===== config.mk =====
export PLATFORM = sky130hd
export DESIGN_NAME = baud_tick_gen
export DESIGN_NICKNAME = d
export VERILOG_FILES = /design/src/rtl/baud_pkg.sv /design/src/rtl/baud_div_lut.sv /design/src/rtl/baud_tick_gen.sv
export SDC_FILE = /design/constraint.sdc
export NUM_CORES = 1
export LEC_CHECK = 0
export CAP_MARGIN = 20
export CELL_PAD_IN_SITES_DETAIL_PLACEMENT = 1
export CELL_PAD_IN_SITES_GLOBAL_PLACEMENT = 1
export CORE_MARGIN = 2
export CORE_UTILIZATION = 40
export DETAILED_ROUTE_END_ITERATION = 12
export HOLD_SLACK_MARGIN = 0.1
export PLACE_DENSITY_LB_ADDON = 0.1
export SETUP_SLACK_MARGIN = 0.1
export SYNTH_ARGS = -nofsm -noshare
export SYNTH_HDL_FRONTEND = slang
export SYNTH_SLANG_ARGS = --single-unit

===== constraint.sdc =====
create_clock -name CLK -period 3.5 [get_ports CLK]
set_clock_uncertainty 0.1 [all_clocks]
set_input_delay 1.05 -clock CLK [delete_from_list [all_inputs] [get_ports CLK]]
set_output_delay 1.05 -clock CLK [all_outputs]
set_load 0.1 [all_outputs]

===== src/rtl/baud_pkg.sv =====
// rtl/baud_pkg.sv - rate codes and divisor helpers shared by the baud tick generator
//
// Purpose:
//   Names the 4-bit rate codes driven by the control registers. Provides constant
//   functions that turn a code into a baud rate, and a baud rate into a rounded
//   clocks-per-oversample-tick divisor.
// Contents:
//   BAUD_300 .. BAUD_921600  table rate codes 0..11
//   BAUD_CUSTOM              code 15, divisor taken from software
//   baud_rate(code)          baud for a table code (12..14 alias 300)
//   baud_div(clk, baud, os)  round(clk / (baud * os))
package baud_pkg;

  localparam logic [3:0] BAUD_300    = 4'd0;
  localparam logic [3:0] BAUD_1200   = 4'd1;
  localparam logic [3:0] BAUD_2400   = 4'd2;
  localparam logic [3:0] BAUD_4800   = 4'd3;
  localparam logic [3:0] BAUD_9600   = 4'd4;
  localparam logic [3:0] BAUD_19200  = 4'd5;
  localparam logic [3:0] BAUD_38400  = 4'd6;
  localparam logic [3:0] BAUD_57600  = 4'd7;
  localparam logic [3:0] BAUD_115200 = 4'd8;
  localparam logic [3:0] BAUD_230400 = 4'd9;
  localparam logic [3:0] BAUD_460800 = 4'd10;
  localparam logic [3:0] BAUD_921600 = 4'd11;
  localparam logic [3:0] BAUD_CUSTOM = 4'd15;

  function automatic int unsigned baud_rate(input logic [3:0] code);
    case (code)
      BAUD_300:    return 300;
      BAUD_1200:   return 1200;
      BAUD_2400:   return 2400;
      BAUD_4800:   return 4800;
      BAUD_9600:   return 9600;
      BAUD_19200:  return 19200;
      BAUD_38400:  return 38400;
      BAUD_57600:  return 57600;
      BAUD_115200: return 115200;
      BAUD_230400: return 230400;
      BAUD_460800: return 460800;
      BAUD_921600: return 921600;
      default:     return 300;
    endcase
  endfunction

  // Rounded to nearest: add half the denominator before dividing. 64-bit
  // intermediates keep baud*os and the sum clear of 32-bit overflow.
  function automatic int unsigned baud_div(input int unsigned clk_freq,
                                           input int unsigned baud,
                                           input int unsigned os);
    longint unsigned den;
    longint unsigned num;
    den = longint'(baud) * longint'(os);
    num = longint'(clk_freq) + den / 2;
    return int'(num / den);
  endfunction

endpackage


===== src/rtl/baud_div_lut.sv =====
// rtl/baud_div_lut.sv - rate code to divisor lookup with custom-divisor mux
//
// Purpose:
//   Combinational table of elaboration-time divisors, one per table rate code.
//   Code 15 selects the software divisor, clamped so 0 and 1 both mean "every clock".
// Ports:
//   baud_i    [3:0]        rate code
//   div_in_i  [DIV_W-1:0]  software divisor for BAUD_CUSTOM
//   div_o     [DIV_W-1:0]  divisor selected for this cycle
module baud_div_lut
  import baud_pkg::*;
#(
  parameter int unsigned CLK_FREQ   = 100_000_000,
  parameter int unsigned OVERSAMPLE = 16,
  parameter int unsigned DIV_W      = 20
) (
  input  logic [3:0]       baud_i,
  input  logic [DIV_W-1:0] div_in_i,
  output logic [DIV_W-1:0] div_o
);

  // Every table entry is a constant, so no divider is ever built in hardware.
  localparam logic [DIV_W-1:0] DIV_300    = DIV_W'(baud_div(CLK_FREQ, baud_rate(BAUD_300), OVERSAMPLE));
  localparam logic [DIV_W-1:0] DIV_1200   = DIV_W'(baud_div(CLK_FREQ, baud_rate(BAUD_1200), OVERSAMPLE));
  localparam logic [DIV_W-1:0] DIV_2400   = DIV_W'(baud_div(CLK_FREQ, baud_rate(BAUD_2400), OVERSAMPLE));
  localparam logic [DIV_W-1:0] DIV_4800   = DIV_W'(baud_div(CLK_FREQ, baud_rate(BAUD_4800), OVERSAMPLE));
  localparam logic [DIV_W-1:0] DIV_9600   = DIV_W'(baud_div(CLK_FREQ, baud_rate(BAUD_9600), OVERSAMPLE));
  localparam logic [DIV_W-1:0] DIV_19200  = DIV_W'(baud_div(CLK_FREQ, baud_rate(BAUD_19200), OVERSAMPLE));
  localparam logic [DIV_W-1:0] DIV_38400  = DIV_W'(baud_div(CLK_FREQ, baud_rate(BAUD_38400), OVERSAMPLE));
  localparam logic [DIV_W-1:0] DIV_57600  = DIV_W'(baud_div(CLK_FREQ, baud_rate(BAUD_57600), OVERSAMPLE));
  localparam logic [DIV_W-1:0] DIV_115200 = DIV_W'(baud_div(CLK_FREQ, baud_rate(BAUD_115200), OVERSAMPLE));
  localparam logic [DIV_W-1:0] DIV_230400 = DIV_W'(baud_div(CLK_FREQ, baud_rate(BAUD_230400), OVERSAMPLE));
  localparam logic [DIV_W-1:0] DIV_460800 = DIV_W'(baud_div(CLK_FREQ, baud_rate(BAUD_460800), OVERSAMPLE));
  localparam logic [DIV_W-1:0] DIV_921600 = DIV_W'(baud_div(CLK_FREQ, baud_rate(BAUD_921600), OVERSAMPLE));

  logic [DIV_W-1:0] div_custom;

  // A divisor of 0 would never wrap the counter; treat it like 1.
  assign div_custom = (div_in_i > DIV_W'(1)) ? div_in_i : DIV_W'(1);

  always_comb begin
    div_o = DIV_300;
    case (baud_i)
      BAUD_300:    div_o = DIV_300;
      BAUD_1200:   div_o = DIV_1200;
      BAUD_2400:   div_o = DIV_2400;
      BAUD_4800:   div_o = DIV_4800;
      BAUD_9600:   div_o = DIV_9600;
      BAUD_19200:  div_o = DIV_19200;
      BAUD_38400:  div_o = DIV_38400;
      BAUD_57600:  div_o = DIV_57600;
      BAUD_115200: div_o = DIV_115200;
      BAUD_230400: div_o = DIV_230400;
      BAUD_460800: div_o = DIV_460800;
      BAUD_921600: div_o = DIV_921600;
      BAUD_CUSTOM: div_o = div_custom;
      default:     div_o = DIV_300;
    endcase
  end

endmodule


===== src/rtl/baud_tick_gen.sv =====
// rtl/baud_tick_gen.sv - oversample and bit tick generator for the UART datapath
//
// Purpose:
//   Divides the system clock by the selected divisor to give a one-cycle TICK_OS,
//   and counts OVERSAMPLE of those to give a coincident one-cycle TICK_BIT.
//   A divisor change restarts both counters cleanly; RESYNC restarts at mid-bit.
// Ports:
//   CLK       system clock, rising edge
//   RESET_N   synchronous active-low reset
//   ENABLE    1 = count, 0 = counters cleared and ticks suppressed
//   BAUD      [3:0] rate code (15 = custom)
//   DIV_IN    [DIV_W-1:0] custom divisor
//   RESYNC    one-cycle realign pulse from RX start-bit detect
//   TICK_OS   oversample tick
//   TICK_BIT  bit tick
//   DIV_OUT   [DIV_W-1:0] divisor in effect
module baud_tick_gen
  import baud_pkg::*;
#(
  parameter int unsigned CLK_FREQ   = 100_000_000,
  parameter int unsigned OVERSAMPLE = 16,
  parameter int unsigned DIV_W      = 20
) (
  input  logic             CLK,
  input  logic             RESET_N,
  input  logic             ENABLE,
  input  logic [3:0]       BAUD,
  input  logic [DIV_W-1:0] DIV_IN,
  input  logic             RESYNC,
  output logic             TICK_OS,
  output logic             TICK_BIT,
  output logic [DIV_W-1:0] DIV_OUT
);

  localparam int unsigned      OS_W      = (OVERSAMPLE > 1) ? $clog2(OVERSAMPLE) : 1;
  localparam logic [OS_W-1:0]  OS_LAST   = OS_W'(OVERSAMPLE - 1);
  // Starting half way through the bit puts the next TICK_BIT at mid-bit.
  localparam logic [OS_W-1:0]  OS_MID    = OS_W'(OVERSAMPLE / 2);
  localparam logic [DIV_W-1:0] DIV_RESET = DIV_W'(baud_div(CLK_FREQ, baud_rate(BAUD_300), OVERSAMPLE));

  logic [DIV_W-1:0] div_next;
  logic [DIV_W-1:0] div_q,      div_d;
  logic [DIV_W-1:0] cnt_q,      cnt_d;
  logic [OS_W-1:0]  os_cnt_q,   os_cnt_d;
  logic             tick_os_q,  tick_os_d;
  logic             tick_bit_q, tick_bit_d;
  logic             rate_change;
  logic             cnt_wrap;

  baud_div_lut #(
    .CLK_FREQ   (CLK_FREQ),
    .OVERSAMPLE (OVERSAMPLE),
    .DIV_W      (DIV_W)
  ) u_lut (
    .baud_i   (BAUD),
    .div_in_i (DIV_IN),
    .div_o    (div_next)
  );

  assign rate_change = (div_next != div_q);
  assign cnt_wrap    = (cnt_q == div_q - DIV_W'(1));

  always_comb begin
    // div_q follows the selected divisor on every cycle, even while disabled,
    // so DIV_OUT always reports what will be used once counting resumes.
    div_d      = div_next;
    cnt_d      = cnt_q;
    os_cnt_d   = os_cnt_q;
    tick_os_d  = 1'b0;
    tick_bit_d = 1'b0;
    if (!ENABLE) begin
      cnt_d    = '0;
      os_cnt_d = '0;
    end else if (rate_change || RESYNC) begin
      // Restart the period on the new divisor; suppressing the tick here is
      // what prevents a short or doubled tick across the change.
      cnt_d    = '0;
      os_cnt_d = RESYNC ? OS_MID : '0;
    end else if (cnt_wrap) begin
      cnt_d     = '0;
      tick_os_d = 1'b1;
      if (os_cnt_q == OS_LAST) begin
        os_cnt_d   = '0;
        tick_bit_d = 1'b1;
      end else begin
        os_cnt_d = os_cnt_q + OS_W'(1);
      end
    end else begin
      cnt_d = cnt_q + DIV_W'(1);
    end
  end

  always_ff @(posedge CLK) begin
    if (!RESET_N) begin
      div_q      <= DIV_RESET;
      cnt_q      <= '0;
      os_cnt_q   <= '0;
      tick_os_q  <= 1'b0;
      tick_bit_q <= 1'b0;
    end else begin
      div_q      <= div_d;
      cnt_q      <= cnt_d;
      os_cnt_q   <= os_cnt_d;
      tick_os_q  <= tick_os_d;
      tick_bit_q <= tick_bit_d;
    end
  end

  assign TICK_OS  = tick_os_q;
  assign TICK_BIT = tick_bit_q;
  assign DIV_OUT  = div_q;

endmodule


==> out/results.tsv <==
stage	metric	value	unit
setup_path	worst endpoint required time	3.63	ns
sta	Finish-stage setup viols	0	
sta	unrepaired setup endpoints after global routing	false	
cells_and_area	Core Util, Final	53.3	%
synth	Yosys reg bits	46	
route	final wirelength	9.95	mm
clocking	CTS H-tree depth	2	
sta	Least-Margin Pin Slew	0.529	ns
die	IO Pins	50	
die	Die Ht	94.1	µm
synth	syn nets	444	
sta	f_max	307	MHz
sta	Final Hold Fails	0	
sta	Tcrit/Tclk final	93.0	%
job	max_cap viols	0	
die	die area	8850	µm²
sta	Max Transition Viols Final	0	
setup_path	Worst Path Arrival	3.39	ns
clocking	CTS tree	built	
power	Worst VDD drop	0.000189	V
cells_and_area	ratio of cells with drive above 1 in the final layout	17.5	%
sta	PnR worst setup slack	0.245	ns
route	initial DRC count	80	
route	number of remaining DRC errors	0	
global_route	vias in the first global route	3341	
power	pwr/cell area	329	nW/µm²
synth	Mapped Avg Cell Area	7.86	µm²
clocking	total CTS buffers	5	
synth	sequential area share after synthesis	28.4	%
place	GPL Wtd Cong	0.873	
clocking	CTS Hold Buffers Added	0	
synth	Post-Syn Area	3250	µm²
place	placed instance count	569	
synth	count of different cell masters after synthesis	67	
synth	Post-synth EDFFs	0	
cells_and_area	NumNets Final	505	
power	static leakage	0.00156	µW
power	total power	1370	µW
setup_path	critical setup path kind	in2reg	
clocking	Clock Latency Late Sink	0.31	ns
synth	Post-Synthesis Cells	413	
global_route	total track usage	23.7	%
cells_and_area	commonest non-fill, non-tap cell in the layout	nor2_1	
global_route	global-route wire length before repair	16.5	mm
setup_path	crit-path max FO	20	
synth	asr flop ratio synth	0	%
clocking	clock tree root buffer cell	clkbuf_8	
route	drt wl/cell	17.2	µm
place	worst slack, placed	-0.469	ns
synth	ys flop type	dfxtp_1	
cells_and_area	Fillers	952	
setup_path	Setup crit end kind	flop	
die	Die X-Extent	94.1	µm
setup_path	worst reg2reg setup slack	0.28	ns
die	Initial Util	41.6	%
cells_and_area	synthesis-to-finish area growth	28.3	%
die	Std-Cell Rows	32	
place	IO Port Bufs	49	
run_status	status	finished, final reports clean	
die	Core Box Area	7810	µm²
clocking	Clock transition at path regs	0.08	ns
place	dpl hpwl	7.92	mm
clocking	Max clock buf depth	2	
setup_path	Worst setup SP type	input port	
route	ANT nets after route	0	
sta	Max transition margin	64.5	%
global_route	grt total ovfl	0	
cells_and_area	Non-Filler Instances	577	
min_path	HP Class	reg2reg	
sta	post-layout min period	3.26	ns
cells_and_area	antenna cells	0	
global_route	largest net degree at the start of global routing	28	
synth	YS warnings	0	
global_route	initial antenna violation count	0	
route	First-pass DRT Iterations	4	
route	Vias per Instance	5.65	
clocking	clock net sink count	46	
route	vias	3258	
clocking	Setup Buffers After CTS	0	
cells_and_area	commonest non-fill, non-tap cells in the layout	50 x nor2_1, 49 x buf_4, 44 x dfxtp_1	
-- logic make-up (layout without fill, tap and decap cells) --
logic type	after synthesis	after routing	share of synthesized area, %
simple gates	201	201	34.0
xor+xnor	55	55	15.3
fa+ha+maj	3	3	1.16
buf+inv	33	95	4.01
mux	4	4	1.27
flops	46	46	28.4
compound gates	71	71	15.9
-- timing repair --
item,in CTS,in global routing
resized for setup,3,9
gates cloned,0,0
endpoints found under the setup margin,26,23
-- synthesized netlist by cell type, types with 3 or more instances --
cell type | number | share of area [%]
nor2_1 | 50 | 5.8
dfxtp_1 | 46 | 28
nand2_1 | 30 | 3.5
xnor2_1 | 29 | 7.8
xor2_1 | 25 | 6.7
clkbuf_1 | 23 | 2.7
nand3_1 | 19 | 2.9
nor3_1 | 18 | 2.8
o21ai_0 | 17 | 2.6
and3_1 | 13 | 2.5
nor2b_1 | 13 | 2.5
a21oi_1 | 10 | 1.5
nor4_1 | 9 | 1.7
nand2b_1 | 8 | 1.5
inv_1 | 7 | 0.81
nand4_1 | 7 | 1.3
o22ai_1 | 5 | 0.96
or3_1 | 5 | 0.96
a221oi_1 | 4 | 1.1
a31oi_1 | 4 | 0.77
and2_1 | 4 | 0.77
and4_1 | 3 | 0.81
ha_1 | 3 | 1.2
mux2i_1 | 3 | 0.93
nand4b_1 | 3 | 0.81
o311ai_0 | 3 | 0.81
or2_2 | 3 | 0.58
-- worst max-delay path: stages --
cell and delay (ns):
clkdlybuf4s50_1 0.52, nor4_1 0.36, nand2_1 0.13, a2111oi_0 0.45
o311a_1 0.26, nand4_1 0.13, nand2b_1 0.21, buf_12 0.16
nor2_1 0.11
-- cell type report --
type	instances	area [µm²]	area share (%)
clock buffer	5	68.8	1.65
clock inverter	3	68.8	1.65
inverter	7	26.3	0.631
multi-input combinational	334	2230	53.6
sequential	46	926	22.2
tap	102	128	3.07
timing repair buffer	80	714	17.2
-- per-layer routing --
metal / GRT usage [%] / share of wire, %
met3: 3.05 / 2.6
met2: 43.0 / 52
met5: 0 / 0
met1: 29.4 / 45
met4: 5.92 / 1.1
-- path summary, 6_finish.rpt --
kind	start	to	depth (start not counted)
worst max-delay path	DIV_IN[7]	cnt_q[2]	9
worst min register to register	cnt_q[0]	cnt_q[0]	1
worst min-delay path	cnt_q[0]	cnt_q[0]	1
worst max register to register	DIV_OUT[0]	os_cnt_q[3]	11
-- where the power goes --
group | total (µW) | switching, µW | internal (µW)
Sequential | 564 | 29.6 | 534
Clock | 476 | 190 | 286
Combinational | 330 | 199 | 131
Total | 1370 | 419 | 951
-- through the flow --
stage                     hold WS (ns)  area (µm²)  TNS (ns)
after floorplan                  0.347        3250         0
after global placement           0.370        3980     -9.46
after detailed placement         0.384        3980    -10.63
after CTS                        0.407        4130         0
after global routing             0.451        4160         0
final                            0.404        4160         0
-- state kept, by name, summed over array words and instances, names as in the netlist --
signal,cells
DIV_OUT,20
TICK_BIT,1
TICK_OS,1
cnt_q,20
os_cnt_q,4
Note: power is estimated with default switching activity, not from simulation.
